==> src/rtl/gray_stream_convert.sv <==
// gray_stream_convert
//   Streaming RGB -> gray / black-and-white converter for the camera path.
//   Pulls FRAME_PIXELS pixels per frame from the upstream (SDRAM read) port.
//   For each pixel it emits a gray value and a thresholded BW bit downstream,
//   through a two-stage pipeline that honours downstream backpressure.
//
// Ports
//   i_clk, i_rst_n       clock, asynchronous active-low reset
//   i_start              frame start pulse (only honoured while idle)
//   i_mode               0 luma, 1 (R+2G+B)>>2, 2 max(R,G,B), 3 green only
//   i_threshold          BW threshold (gray <= threshold is "dark")
//   i_invert             invert the BW bit
//   i_valid, o_ready     upstream pixel handshake (o_ready also drives the
//                        SDRAM read request)
//   i_red/green/blue     upstream pixel channels
//   o_valid, i_ready     downstream beat handshake
//   o_gray, o_bw         output gray value and BW bit
//   o_sof, o_eof         first / last pixel of the frame (qualified by o_valid)
//   o_busy               converter is inside a frame
//   o_frame_done         one-cycle pulse once the last beat has left
module gray_stream_convert #(
  parameter int PIX_W        = 10,
  parameter int FRAME_PIXELS = 307200,
  parameter int CNT_W        = 20,
  parameter int FRAC         = 8,
  parameter int W_R          = 77,
  parameter int W_G          = 150,
  parameter int W_B          = 29
) (
  input  logic             i_clk,
  input  logic             i_rst_n,
  input  logic             i_start,
  input  logic [1:0]       i_mode,
  input  logic [PIX_W-1:0] i_threshold,
  input  logic             i_invert,
  input  logic             i_valid,
  input  logic [PIX_W-1:0] i_red,
  input  logic [PIX_W-1:0] i_green,
  input  logic [PIX_W-1:0] i_blue,
  output logic             o_ready,
  output logic [PIX_W-1:0] o_gray,
  output logic             o_bw,
  output logic             o_valid,
  input  logic             i_ready,
  output logic             o_sof,
  output logic             o_eof,
  output logic             o_busy,
  output logic             o_frame_done
);

  localparam int PROD_W = PIX_W + 8;
  localparam int SUM_W  = PIX_W + 10;
  localparam logic [CNT_W-1:0] LAST_IDX = CNT_W'(FRAME_PIXELS - 1);
  localparam logic [SUM_W-1:0] GRAY_MAX = SUM_W'((1 << PIX_W) - 1);

  typedef enum logic [1:0] {IDLE, RUN, DRAIN} state_t;

  state_t            state;
  logic [CNT_W-1:0]  count;
  logic [1:0]        mode;
  logic [PIX_W-1:0]  thr;
  logic              inv;

  logic              en;
  logic              accept;

  logic              s1_valid;
  logic              s1_sof;
  logic              s1_eof;
  logic [PROD_W-1:0] s1_a;
  logic [PROD_W-1:0] s1_b;
  logic [PROD_W-1:0] s1_c;

  logic [PROD_W-1:0] op_a;
  logic [PROD_W-1:0] op_b;
  logic [PROD_W-1:0] op_c;

  logic [SUM_W-1:0]  sum;
  logic [SUM_W-1:0]  max_ab;
  logic [SUM_W-1:0]  max_abc;
  logic [SUM_W-1:0]  shifted;
  logic [PIX_W-1:0]  gray_next;
  logic              bw_next;

  // Whole pipeline advances together; it only freezes when a beat sits at
  // the output and downstream refuses it.
  assign en      = !o_valid || i_ready;
  assign o_ready = (state == RUN) && en;
  assign accept  = i_valid && o_ready;
  assign o_busy  = (state != IDLE);

  // Stage 1 operands. Mode 1 pre-doubles green so stage 2 is a plain sum.
  // Modes 2/3 carry raw channels; the selection happens in stage 2.
  always_comb begin
    op_a = '0;
    op_b = '0;
    op_c = '0;
    case (mode)
      2'd0: begin
        op_a = PROD_W'(i_red)   * PROD_W'(W_R);
        op_b = PROD_W'(i_green) * PROD_W'(W_G);
        op_c = PROD_W'(i_blue)  * PROD_W'(W_B);
      end
      2'd1: begin
        op_a = PROD_W'(i_red);
        op_b = PROD_W'({i_green, 1'b0});
        op_c = PROD_W'(i_blue);
      end
      2'd2: begin
        op_a = PROD_W'(i_red);
        op_b = PROD_W'(i_green);
        op_c = PROD_W'(i_blue);
      end
      default: begin
        op_b = PROD_W'(i_green);
      end
    endcase
  end

  // Stage 2: reduce, scale, saturate, threshold.
  always_comb begin
    sum     = SUM_W'(s1_a) + SUM_W'(s1_b) + SUM_W'(s1_c);
    max_ab  = (s1_a > s1_b) ? SUM_W'(s1_a) : SUM_W'(s1_b);
    max_abc = (max_ab > SUM_W'(s1_c)) ? max_ab : SUM_W'(s1_c);
    case (mode)
      2'd0:    shifted = sum >> FRAC;
      2'd1:    shifted = sum >> 2;
      2'd2:    shifted = max_abc;
      default: shifted = SUM_W'(s1_b);
    endcase
    gray_next = (shifted > GRAY_MAX) ? GRAY_MAX[PIX_W-1:0] : shifted[PIX_W-1:0];
    bw_next   = (gray_next <= thr) ^ inv;
  end

  always_ff @(posedge i_clk or negedge i_rst_n) begin
    if (!i_rst_n) begin
      state        <= IDLE;
      count        <= '0;
      mode         <= '0;
      thr          <= '0;
      inv          <= 1'b0;
      s1_valid     <= 1'b0;
      s1_sof       <= 1'b0;
      s1_eof       <= 1'b0;
      s1_a         <= '0;
      s1_b         <= '0;
      s1_c         <= '0;
      o_valid      <= 1'b0;
      o_gray       <= '0;
      o_bw         <= 1'b0;
      o_sof        <= 1'b0;
      o_eof        <= 1'b0;
      o_frame_done <= 1'b0;
    end else begin
      o_frame_done <= 1'b0;

      case (state)
        IDLE: begin
          if (i_start) begin
            state <= RUN;
            count <= '0;
            mode  <= i_mode;
            thr   <= i_threshold;
            inv   <= i_invert;
          end
        end
        RUN: begin
          if (accept) begin
            if (count == LAST_IDX) state <= DRAIN;
            else                   count <= count + 1'b1;
          end
        end
        DRAIN: begin
          // Fires on the edge where the final beat leaves the output stage
          // (or immediately if it has already gone).
          if (!s1_valid && en) begin
            state        <= IDLE;
            o_frame_done <= 1'b1;
          end
        end
        default: state <= IDLE;
      endcase

      if (en) begin
        s1_valid <= accept;
        if (accept) begin
          s1_a   <= op_a;
          s1_b   <= op_b;
          s1_c   <= op_c;
          s1_sof <= (count == '0);
          s1_eof <= (count == LAST_IDX);
        end
        o_valid <= s1_valid;
        if (s1_valid) begin
          o_gray <= gray_next;
          o_bw   <= bw_next;
          o_sof  <= s1_sof;
          o_eof  <= s1_eof;
        end else begin
          o_sof  <= 1'b0;
          o_eof  <= 1'b0;
        end
      end
    end
  end

endmodule

==> config.mk <==
export PLATFORM = sky130hd
export DESIGN_NAME = gray_stream_convert
export DESIGN_NICKNAME = d
export VERILOG_FILES = /design/src/rtl/gray_stream_convert.sv
export SDC_FILE = /design/constraint.sdc
export NUM_CORES = 1
export LEC_CHECK = 0
export CAP_MARGIN = 40
export CORE_MARGIN = 2
export CORE_UTILIZATION = 30
export CTS_BUF_LIST = sky130_fd_sc_hd__clkbuf_8 sky130_fd_sc_hd__clkbuf_16
export DETAILED_ROUTE_END_ITERATION = 7
export PLACE_DENSITY = 0.46
export SKIP_CTS_REPAIR_TIMING = 1
export SLEW_MARGIN = 20
export SYNTH_ARGS = -nofsm -noshare
export SYNTH_HDL_FRONTEND = slang
export SYNTH_SLANG_ARGS = --single-unit
export TNS_END_PERCENT = 1
==> constraint.sdc <==
create_clock -name i_clk -period 14.3 [get_ports i_clk]
set_input_delay 2.86 -clock i_clk [delete_from_list [all_inputs] [get_ports i_clk]]
set_output_delay 2.86 -clock i_clk [all_outputs]
set_load 0.01 [all_outputs]
==> results of run 1 <==
## logic make-up after synthesis
logic type	after synthesis	share of synthesized area [%]
mux	16	1.59
xor+xnor	54	4.43
flops	103	24.1
compound gates	271	16.9
fa+ha+maj	234	31.1
buf+inv	227	8.06
simple gates	307	13.7
## worst reg2reg max path: cells and delay by family, from the launching register on
family / cells / cell delay, ps
adders and majority gates: 3 / 970
DFF: 1 / 440
muxes: 1 / 220
buffers and inverters: 1 / 170
xor gates and xnor gates: 1 / 150
and+or+nand+nor: 9 / 2180
AOI/OAI and AO/OA: 14 / 2990
## flip-flops by register name, summed over array words and instances (netlist names), 2 cells and up
name and count:
count 20, s1_b 18, s1_a 17, s1_c 15, o_gray 10, thr 10
mode 2, state 2
## cell type report
| cell class | instances | area (µm²) |
|---|---|---|
| flip-flops and latches | 103 | 2580 |
| repair buffers | 76 | 752 |
| clock buffers | 10 | 239 |
| clock inverters | 6 | 36.3 |
| inverters | 194 | 728 |
| multi-input cells | 882 | 7240 |
| well taps | 461 | 577 |
| fillers | 3673 | 23200 |
## path summary, 6_finish.rpt
kind | end | slack, ps | cells after the start
min | o_gray[0]$_DFFE_PN0P_ | 480 | 2
min reg2reg | o_gray[0]$_DFFE_PN0P_ | 480 | 2
max | o_ready | 7040 | 4
min in group asynchronous | s1_b[3]$_DFFE_PN0P_ | 2500 | 1
max reg2reg | o_bw$_DFFE_PN0P_ | 7100 | 29
max in group asynchronous | s1_b[16]$_DFFE_PN0P_ | 10740 | 3
## stage by stage
| stage | util (%) | power [W] | hold slack, ps |
|---|---|---|---|
| floorplan | - | 0.00146 | 449 |
| global placement | 33.5 | 0.00187 | 467 |
| detailed placement | 33.6 | 0.00186 | 470 |
| CTS | 34.4 | 0.00212 | 485 |
| global route | 34.4 | 0.00232 | 500 |
| finish | 34.4 | 0.00212 | 476 |
## power by group
part           total (W)  switching [W]  leakage, nW  internal (W)
combinational    0.00143       0.000825         4.39      0.000608
clock           0.000242       0.000120        0.137      0.000122
sequential      0.000443      0.0000861         1.30      0.000357
total            0.00212        0.00103         5.83       0.00109
## Yosys cell counts (14+ instances only)
cell | instances | area (µm²)
a21oi_1 | 38 | 190
clkbuf_1 | 23 | 86.3
xor2_1 | 28 | 245
inv_1 | 194 | 728
ha_1 | 181 | 2260
o22ai_1 | 14 | 87.6
fa_1 | 53 | 1060
nor2b_1 | 15 | 93.8
dfrtp_1 | 103 | 2580
a31oi_1 | 15 | 93.8
nand3_1 | 37 | 185
o21ai_0 | 83 | 415
nor2_1 | 81 | 304
nor3_1 | 24 | 120
xnor2_1 | 26 | 228
nand2_1 | 85 | 319
## layer usage
layer / vias up / GRT usage [%] / share of wire (%)
met5: - / 0 / 0
met2: 155 / 25.4 / 45
met3: 28 / 2.00 / 3.9
li1: 4305 / - / -
met4: 0 / 4.05 / 1.8
met1: 4022 / 22.1 / 49
==> out/summary.md, run 1 <==
- **Area growth, synth to finish** 13.8%
- **syn avg cell area** 8.81 µm²
- **RSZ-0062 raised after global routing** false
- **leakage power** 5.83 nW
- **CTS tree** done
- **synthesized cell area** 10700 µm²
- **most common cell after layout, fill and taps aside** inv_1
- **dpl cells** 1714
- **first-pass GRT wire length** 46000 µm
- **count of boundary I/O pins** 65
- **max-capacitance violation count** 0
- **critical register-to-register path startpoint** s1_a[16]$_DFFE_PN0P_
- **number of global-route vias before repair** 8447
- **Critical Path Fanout Max** 9
- **number of antenna cells inserted** 0
- **pin count of the biggest net entering global routing** 52
- **final standard cell count with taps included and fillers excluded** 1732
- **maximum single-stage delay on the critical path** 610 ps
- **maximum level of the CTS H-tree** 3
- **total overflow reported by the global router** 0
- **WP buf/inv** 2
- **area of the core** 35300 µm²
- **async set-reset flop share out of synthesis** 100%
- **top library cells by usage in the layout, fill and taps aside** inv_1, ha_1, dfrtp_1
- **count of standard-cell rows** 69
- **max-slew violations** 0
- **fmax** 138 MHz
- **required time at the endpoint of the critical path** 11440 ps
- **final setup slack of the worst path** 7040 ps
- **total routing usage reported by global routing** 15.7%
- **final RePlAce weighted congestion** 0.888
- **Setup crit start kind** primary input
- **area of the die** 37100 µm²
- **clock root buffer** clkbuf_16
- **Synth Warn #** 0
- **Layout Cell Area excl Fill** 12200 µm²
- **most prevalent standard cell on the critical path** clkdlybuf4s50_1
- **largest delay contributor family on the critical path** buffers and inverters
- **Worst Path Class, Setup** primary input to output pin
- **count of unresolved DRC violations after routing** 0
- **CP startpoint** i_ready
- **final-stage net count** 1548
- **CTS Buffer Depth** 2
- **Avg Vias per Cell** 4.91
- **number of endpoints with negative hold slack in the final report** 0
- **count of final setup violators** 0
- **Critical Path AT** 4400 ps
- **Pwr per Cell Area** 174 nW/µm²
- **die boundary height** 193 µm
- **setup TNS** 0 ps
- **via count of the routed design** 8510
- **number of distinct library cell variants in the gate-level netlist after synthesis** 70
- **Gate Count Post-Synth** 1212
- **clock transition time at the flip-flop clock pins of the worst setup and hold paths** 70 ps
- **count of TritonRoute iterations in the first routing pass** 5
- **dominant register cell in the synthesized netlist** dfrtp_1
- **CTS buffer count** 9
- **detailed-route wire length per cell** 16.4 µm
- **initial detailed-routing violation count** 469
- **Synth Register Bits** 103
- **Slew Limit Headroom** 45.8%
- **worst clock skew** 12.9 ps
- **Chip Width** 193 µm
- **CP Cell Sequence** clkdlybuf4s50_1, nor2b_1, nor3b_1, clkdlybuf4s50_1
- **worst slack at placement** 6890 ps
- **EDFF count, synth** 0
- **worst min-delay path class** flop to flop
- **Starting Density** 30.2%
- **worst hold start** o_gray[0]$_DFFE_PN0P_
- **antenna violations before repair** 0
- **syn nets** 1494
- **Critical Path Sink Type** output pin
- **peak supply drop** 92.8 µV
- **total wirelength of the detailed-routed design** 28500 µm
- **total clock sinks** 103
- **worst slew pin tran** 813 ps
- **outcome** finished, final reports clean
- **clock latency on the worst-skew pair** 360 ps
- **fraction of final layout cells with drive strength greater than 1** 3.62%
- **crit share post-route** 50.8%
- **Port Buf Inserts** 64
- **instance area at placement** 11900 µm²
- **sequential fraction of the synthesis area** 24.1%
- **Critical-path top delay cell** clkdlybuf4s50_1
- **Period minus WS final** 7260 ps
- **antenna viol nets, final** 0
- **HPWL reported at the end of detailed placement** 22900 µm
Power figures use the tool's default switching activity.
==> inputs of run 2 (changes only) <==
--- a/config.mk
+++ b/config.mk
@@ -10,7 +10,7 @@
 export CORE_UTILIZATION = 30
 export CTS_BUF_LIST = sky130_fd_sc_hd__clkbuf_8 sky130_fd_sc_hd__clkbuf_16
 export DETAILED_ROUTE_END_ITERATION = 7
-export PLACE_DENSITY = 0.46
+export PLACE_DENSITY = 0.48
 export SKIP_CTS_REPAIR_TIMING = 1
 export SLEW_MARGIN = 20
 export SYNTH_ARGS = -nofsm -noshare
==> constraint.sdc (replaced) <==
create_clock -name i_clk -period 6.15 [get_ports i_clk]
set_input_delay 1.23 -clock i_clk [delete_from_list [all_inputs] [get_ports i_clk]]
set_output_delay 1.23 -clock i_clk [all_outputs]
set_load 0.01 [all_outputs]
==> out/summary.md, run 2 (synthesized netlist as in run 1, its figures left out) <==
- **count of boundary I/O pins** 65
- **total clock sinks** 103
- **Setup crit start kind** flop
- **maximum single-stage delay on the critical path** 400 ps
- **area of the die** 37100 µm²
- **clock transition time at the flip-flop clock pins of the worst setup and hold paths** 80 ps
- **crit share post-route** 97.9%
- **worst hold slack** 479 ps
- **via count of the routed design** 8798
- **worst clock skew** 15.0 ps
- **number of antenna cells inserted** 0
- **Critical-path top delay cell** or3_4
- **most prevalent standard cell on the critical path** o21a_1
- **CTS buffer count** 9
- **worst min-delay path class** flop to flop
- **max-capacitance violation count** 0
- **Worst Reg2Reg Path Length in Cells** 30
- **count of unresolved DRC violations after routing** 0
- **destination of the critical timing path** o_bw$_DFFE_PN0P_
- **clock latency on the worst-skew pair** 380 ps
- **required time at the endpoint of the critical path** 6400 ps
- **Starting Density** 30.2%
- **top library cells by usage in the layout, fill and taps aside** inv_1, ha_1, dfrtp_1
- **Avg Vias per Cell** 4.90
- **Period minus WS final** 6020 ps
- **instance area at placement** 12300 µm²
- **antenna viol nets, final** 0
- **initial detailed-routing violation count** 406
- **first-pass GRT wire length** 48100 µm
- **Design Power** 0.00554 W
- **register name with the most flops** count
- **register cell area after layout** 2580 µm²
- **count of TritonRoute iterations in the first routing pass** 5
- **CTS Buffer Depth** 2
- **number of global-route vias before repair** 8941
- **Critical Path Fanout Max** 7
- **count of standard-cell rows** 69
- **Critical Path Sink Type** flop
- **Slew Limit Headroom** 46.3%
- **pin count of the biggest net entering global routing** 60
- **Largest regs** count: 20 flops, s1_b: 18 flops, s1_a: 17 flops
- **maximum level of the CTS H-tree** 3
- **Layout Cell Area excl Fill** 12800 µm²
- **Chip Width** 193 µm
- **final-stage net count** 1613
- **area of the core** 35300 µm²
- **largest delay contributor family on the critical path** compound AO/OA/AOI/OAI gates
- **Worst Path Class, Setup** flop to flop
- **total overflow reported by the global router** 0
- **worst slew pin tran** 805 ps
- **final setup slack of the worst path** 128 ps
- **die boundary height** 193 µm
- **antenna violations before repair** 0
- **total routing usage reported by global routing** 16.6%
- **HPWL reported at the end of detailed placement** 23900 µm
- **critical register-to-register path startpoint** s1_b[14]$_DFFE_PN0P_
- **detailed-route wire length per cell** 16.6 µm
- **number of inserted filler cells in the final layout** 3675
- **area used by multi-input combinational logic** 7380 µm²
- **peak supply drop** 257 µV
- **Crit Reg-Reg Endpoint** o_bw$_DFFE_PN0P_
- **Port Buf Inserts** 64
- **minimum setup slack among reg-to-reg paths** 130 ps
- **count of final setup violators** 0
- **setup TNS** 0 ps
- **number of gates on the worst path with buffers counted** 30
- **most common cell after layout, fill and taps aside** inv_1
- **RSZ-0062 raised after global routing** true
- **fmax** 166 MHz
- **CP startpoint** s1_b[14]$_DFFE_PN0P_
- **total wirelength of the detailed-routed design** 29800 µm
- **max reg flops** 20
- **WP buf/inv** 3
- **fraction of final layout cells with drive strength greater than 1** 10.0%
- **number of endpoints with negative hold slack in the final report** 0
- **Area growth, synth to finish** 20.2%
- **clock root buffer** clkbuf_16
- **CTS tree** done
- **final RePlAce weighted congestion** 0.853
- **leakage power** 6.19 nW
- **Critical Path AT** 6280 ps
- **outcome** finished, final reports clean
- **worst slack at placement** -107 ps
- **Pwr per Cell Area** 432 nW/µm²
- **max-slew violations** 0
==> run 2: cell count changes in the layout (fill, tap and decap cells not counted), sizes merged <==
| cell | change |
|---|---|
| and2 | +1 |
| inv | +1 |
| bufinv | +1 |
| clkinvlp | -1 |
| buf | +63 |
==> run 2: worst min path at each step <==
stage / slack [ps] / start / endpoint / cells past startpoint
after floorplan: 450 / state[1]$_DFFE_PN0P_ / state[0]$_DFFE_PN0P_ / 1
after global placement: 460 / o_eof$_DFFE_PN0N_ / o_eof$_DFFE_PN0N_ / 2
after detailed placement: 470 / o_eof$_DFFE_PN0N_ / o_eof$_DFFE_PN0N_ / 2
after CTS: 490 / o_eof$_DFFE_PN0N_ / o_eof$_DFFE_PN0N_ / 2
after global routing: 510 / s1_sof$_DFFE_PN0P_ / s1_sof$_DFFE_PN0P_ / 2
final: 480 / o_eof$_DFFE_PN0N_ / o_eof$_DFFE_PN0N_ / 2
==> run 2: worst min-delay path, stage by stage, from the launching register on <==
cell,delay (ps)
dfrtp_1,340
nand2_1,50
o21ai_0,60
==> run 2: per-stage QoR <==
step                utilization [%]  std cells
finish                         36.4       1797
global route                   36.4       1797
CTS                            35.6       1783
detailed placement             34.8       1767
global placement               34.7       1764
floorplan                         -       1212
==> run 2: final cells by class <==
cell class	instances	area share, %
clock inverter	7	0.673
inverter	194	5.67
timing repair buffer	140	9.82
tap	461	4.49
clock buffer	9	1.75
sequential	103	20.1
multi-input combinational	883	57.5
==> run 2: layer usage <==
| layer | routed length, µm | track usage (%) | part of all wire [%] |
|---|---|---|---|
| met3 | 977 | 1.71 | 3.3 |
| met5 | 0 | 0 | 0 |
| met2 | 13400 | 27.1 | 45 |
| met1 | 14800 | 23.3 | 50 |
| met4 | 602 | 4.43 | 2.0 |
==> run 2: power breakdown <==
part	total, W	internal (W)	switching [W]
Combinational	0.00394	0.00182	0.00212
Sequential	0.000966	0.000831	0.000135
Clock	0.000635	0.000326	0.000309
==> inputs of run 3 (changes only) <==
--- a/config.mk
+++ b/config.mk
@@ -10,7 +10,7 @@
 export CORE_UTILIZATION = 30
 export CTS_BUF_LIST = sky130_fd_sc_hd__clkbuf_8 sky130_fd_sc_hd__clkbuf_16
 export DETAILED_ROUTE_END_ITERATION = 7
-export PLACE_DENSITY = 0.48
+export PLACE_DENSITY = 0.58
 export SKIP_CTS_REPAIR_TIMING = 1
 export SLEW_MARGIN = 20
 export SYNTH_ARGS = -nofsm -noshare
==> out/summary.md, run 3 (synthesized netlist as in run 1, its figures left out) <==
- **outcome** finished, final reports clean
- **antenna viol nets, final** 0
- **RSZ-0062 raised after global routing** true
- **max-slew violations** 0
- **Critical Path AT** 6240 ps
- **clock transition time at the flip-flop clock pins of the worst setup and hold paths** 80 ps
- **worst hold slack** 481 ps
- **instance area at placement** 12100 µm²
- **maximum level of the CTS H-tree** 3
- **HPWL reported at the end of detailed placement** 22700 µm
- **most prevalent standard cell on the critical path** o21a_1
- **Critical Path Fanout Max** 7
- **Crit Reg-Reg Endpoint** o_bw$_DFFE_PN0P_
- **switching pwr** 0.00248 W
- **worst hold start** o_sof$_DFFE_PN0N_
- **count of unresolved DRC violations after routing** 0
- **clock latency on the worst-skew pair** 360 ps
- **area used by multi-input combinational logic** 7380 µm²
- **top library cells by usage in the layout, fill and taps aside** inv_1, ha_1, dfrtp_1
- **total wirelength of the detailed-routed design** 28300 µm
- **Layout Cell Area excl Fill** 12700 µm²
- **worst min-delay path class** flop to flop
- **Pwr per Cell Area** 421 nW/µm²
- **worst clock skew** 9.65 ps
- **maximum single-stage delay on the critical path** 410 ps
- **leakage power** 6.09 nW
- **peak supply drop** 321 µV
- **Port Buf Inserts** 64
- **register cell area after layout** 2580 µm²
- **number of global-route vias before repair** 8897
- **Period minus WS final** 6000 ps
- **die boundary height** 193 µm
- **Area growth, synth to finish** 18.9%
- **number of inserted filler cells in the final layout** 3620
- **fmax** 167 MHz
- **terminating pin of the worst hold path** o_sof$_DFFE_PN0N_
- **switching share of power** 46.4%
- **most common cell after layout, fill and taps aside** inv_1
- **Critical Path Sink Type** flop
- **initial detailed-routing violation count** 456
- **first-pass GRT wire length** 45900 µm
- **final RePlAce weighted congestion** 0.956
- **final-stage net count** 1593
- **relative contribution of the clock network to total power** 11.9%
- **CTS Buffer Depth** 2
- **area of the die** 37100 µm²
- **pin count of the biggest net entering global routing** 66
- **final standard cell count with taps included and fillers excluded** 1777
- **Worst Reg2Reg Path Length in Cells** 29
- **total clock sinks** 103
- **Chip Width** 193 µm
- **dpl cells** 1750
- **Cell Int Power** 0.00287 W
- **count of final setup violators** 0
- **Starting Density** 30.2%
- **area of the core** 35300 µm²
- **Largest regs** count: 20 flops, s1_b: 18 flops, s1_a: 17 flops
- **required time at the endpoint of the critical path** 6390 ps
- **detailed-route wire length per cell** 15.9 µm
- **total routing usage reported by global routing** 15.7%
- **number of endpoints with negative hold slack in the final report** 0
- **number of antenna cells inserted** 0
- **via count of the routed design** 8932
- **antenna violations before repair** 0
- **setup TNS** 0 ps
- **cell count of the worst hold path** 2
- **count of boundary I/O pins** 65
- **Setup crit start kind** flop
- **critical register-to-register path startpoint** s1_a[15]$_DFFE_PN0P_
- **Critical-path top delay cell** dfrtp_1
- **fraction of final layout cells with drive strength greater than 1** 8.74%
- **Avg Vias per Cell** 5.03
- **total overflow reported by the global router** 0
- **fraction of power consumed by sequential logic** 18.3%
- **Slew Limit Headroom** 42.8%
- **worst slew pin tran** 858 ps
- **max-capacitance violation count** 0
- **crit share post-route** 97.5%
- **count of TritonRoute iterations in the first routing pass** 5
- **minimum setup slack among reg-to-reg paths** 150 ps
- **count of standard-cell rows** 69
- **clock root buffer** clkbuf_16
- **max reg flops** 20
- **CTS buffer count** 9
- **Worst Path Class, Setup** flop to flop
- **Gate power share** 69.8%
- **register name with the most flops** count
- **CTS tree** done
-- run 3: critical path: cells and delay by family (launching register included) --
| kind | cells | cell delay (ps) |
|---|---|---|
| AOI/OAI and AO/OA | 14 | 2390 |
| xor gates and xnor gates | 1 | 150 |
| adders and majority gates | 3 | 840 |
| buffers and inverters | 1 | 110 |
| DFF | 1 | 410 |
| muxes | 2 | 510 |
| and+or+nand+nor | 8 | 1460 |
-- run 3: per-stage QoR --
step                      power [W]  utilization, %  worst slack, ps
after floorplan             0.00345               -            -65.3
after global placement      0.00439            34.4             40.0
after detailed placement    0.00444            34.4            -70.4
after CTS                   0.00512            35.3             -187
after global routing        0.00583            35.9             -162
final                       0.00535            35.9              153
-- run 3: area by class of cell --
cell class,count,area share (%)
Clock buffer,9,1.77
Clock inverter,7,0.799
Inverter,194,5.74
Multi-Input combinational cell,883,58.2
Sequential cell,103,20.3
Tap cell,461,4.55
Timing Repair Buffer,120,8.65
-- run 3: power groups by stage --
| stage | clock (W) | sequential [W] | combinational (W) |
|---|---|---|---|
| floorplan | 0 | 0.000983 | 0.00247 |
| global placement | 0 | 0.000985 | 0.00340 |
| detailed placement | 0 | 0.000987 | 0.00346 |
| CTS | 0.000652 | 0.000974 | 0.00350 |
| global route | 0.000683 | 0.000996 | 0.00415 |
| finish | 0.000636 | 0.000979 | 0.00373 |
-- run 3: worst max-delay path by stage --
stage | slack (ps) | from | endpoint
2_1_floorplan | -70 | s1_a[15]$_DFFE_PN0P_ | o_bw$_DFFE_PN0P_
3_3_place_gp | 40 | s1_a[15]$_DFFE_PN0P_ | o_bw$_DFFE_PN0P_
3_5_place_dp | -70 | s1_a[15]$_DFFE_PN0P_ | o_bw$_DFFE_PN0P_
4_1_cts | -190 | s1_a[15]$_DFFE_PN0P_ | o_bw$_DFFE_PN0P_
5_1_grt | -160 | s1_a[15]$_DFFE_PN0P_ | o_bw$_DFFE_PN0P_
6_report | 150 | s1_a[15]$_DFFE_PN0P_ | o_bw$_DFFE_PN0P_
-- run 3: metal layers --
layer | wire (µm) | vias to the layer above | track usage [%] | part of all wire (%)
li1 | - | 4404 | - | -
met1 | 13400 | 4283 | 21.0 | 47
met2 | 13000 | 197 | 25.8 | 46
met3 | 1170 | 48 | 2.07 | 4.1
met4 | 792 | 0 | 5.37 | 2.8
met5 | 0 | - | 0 | 0
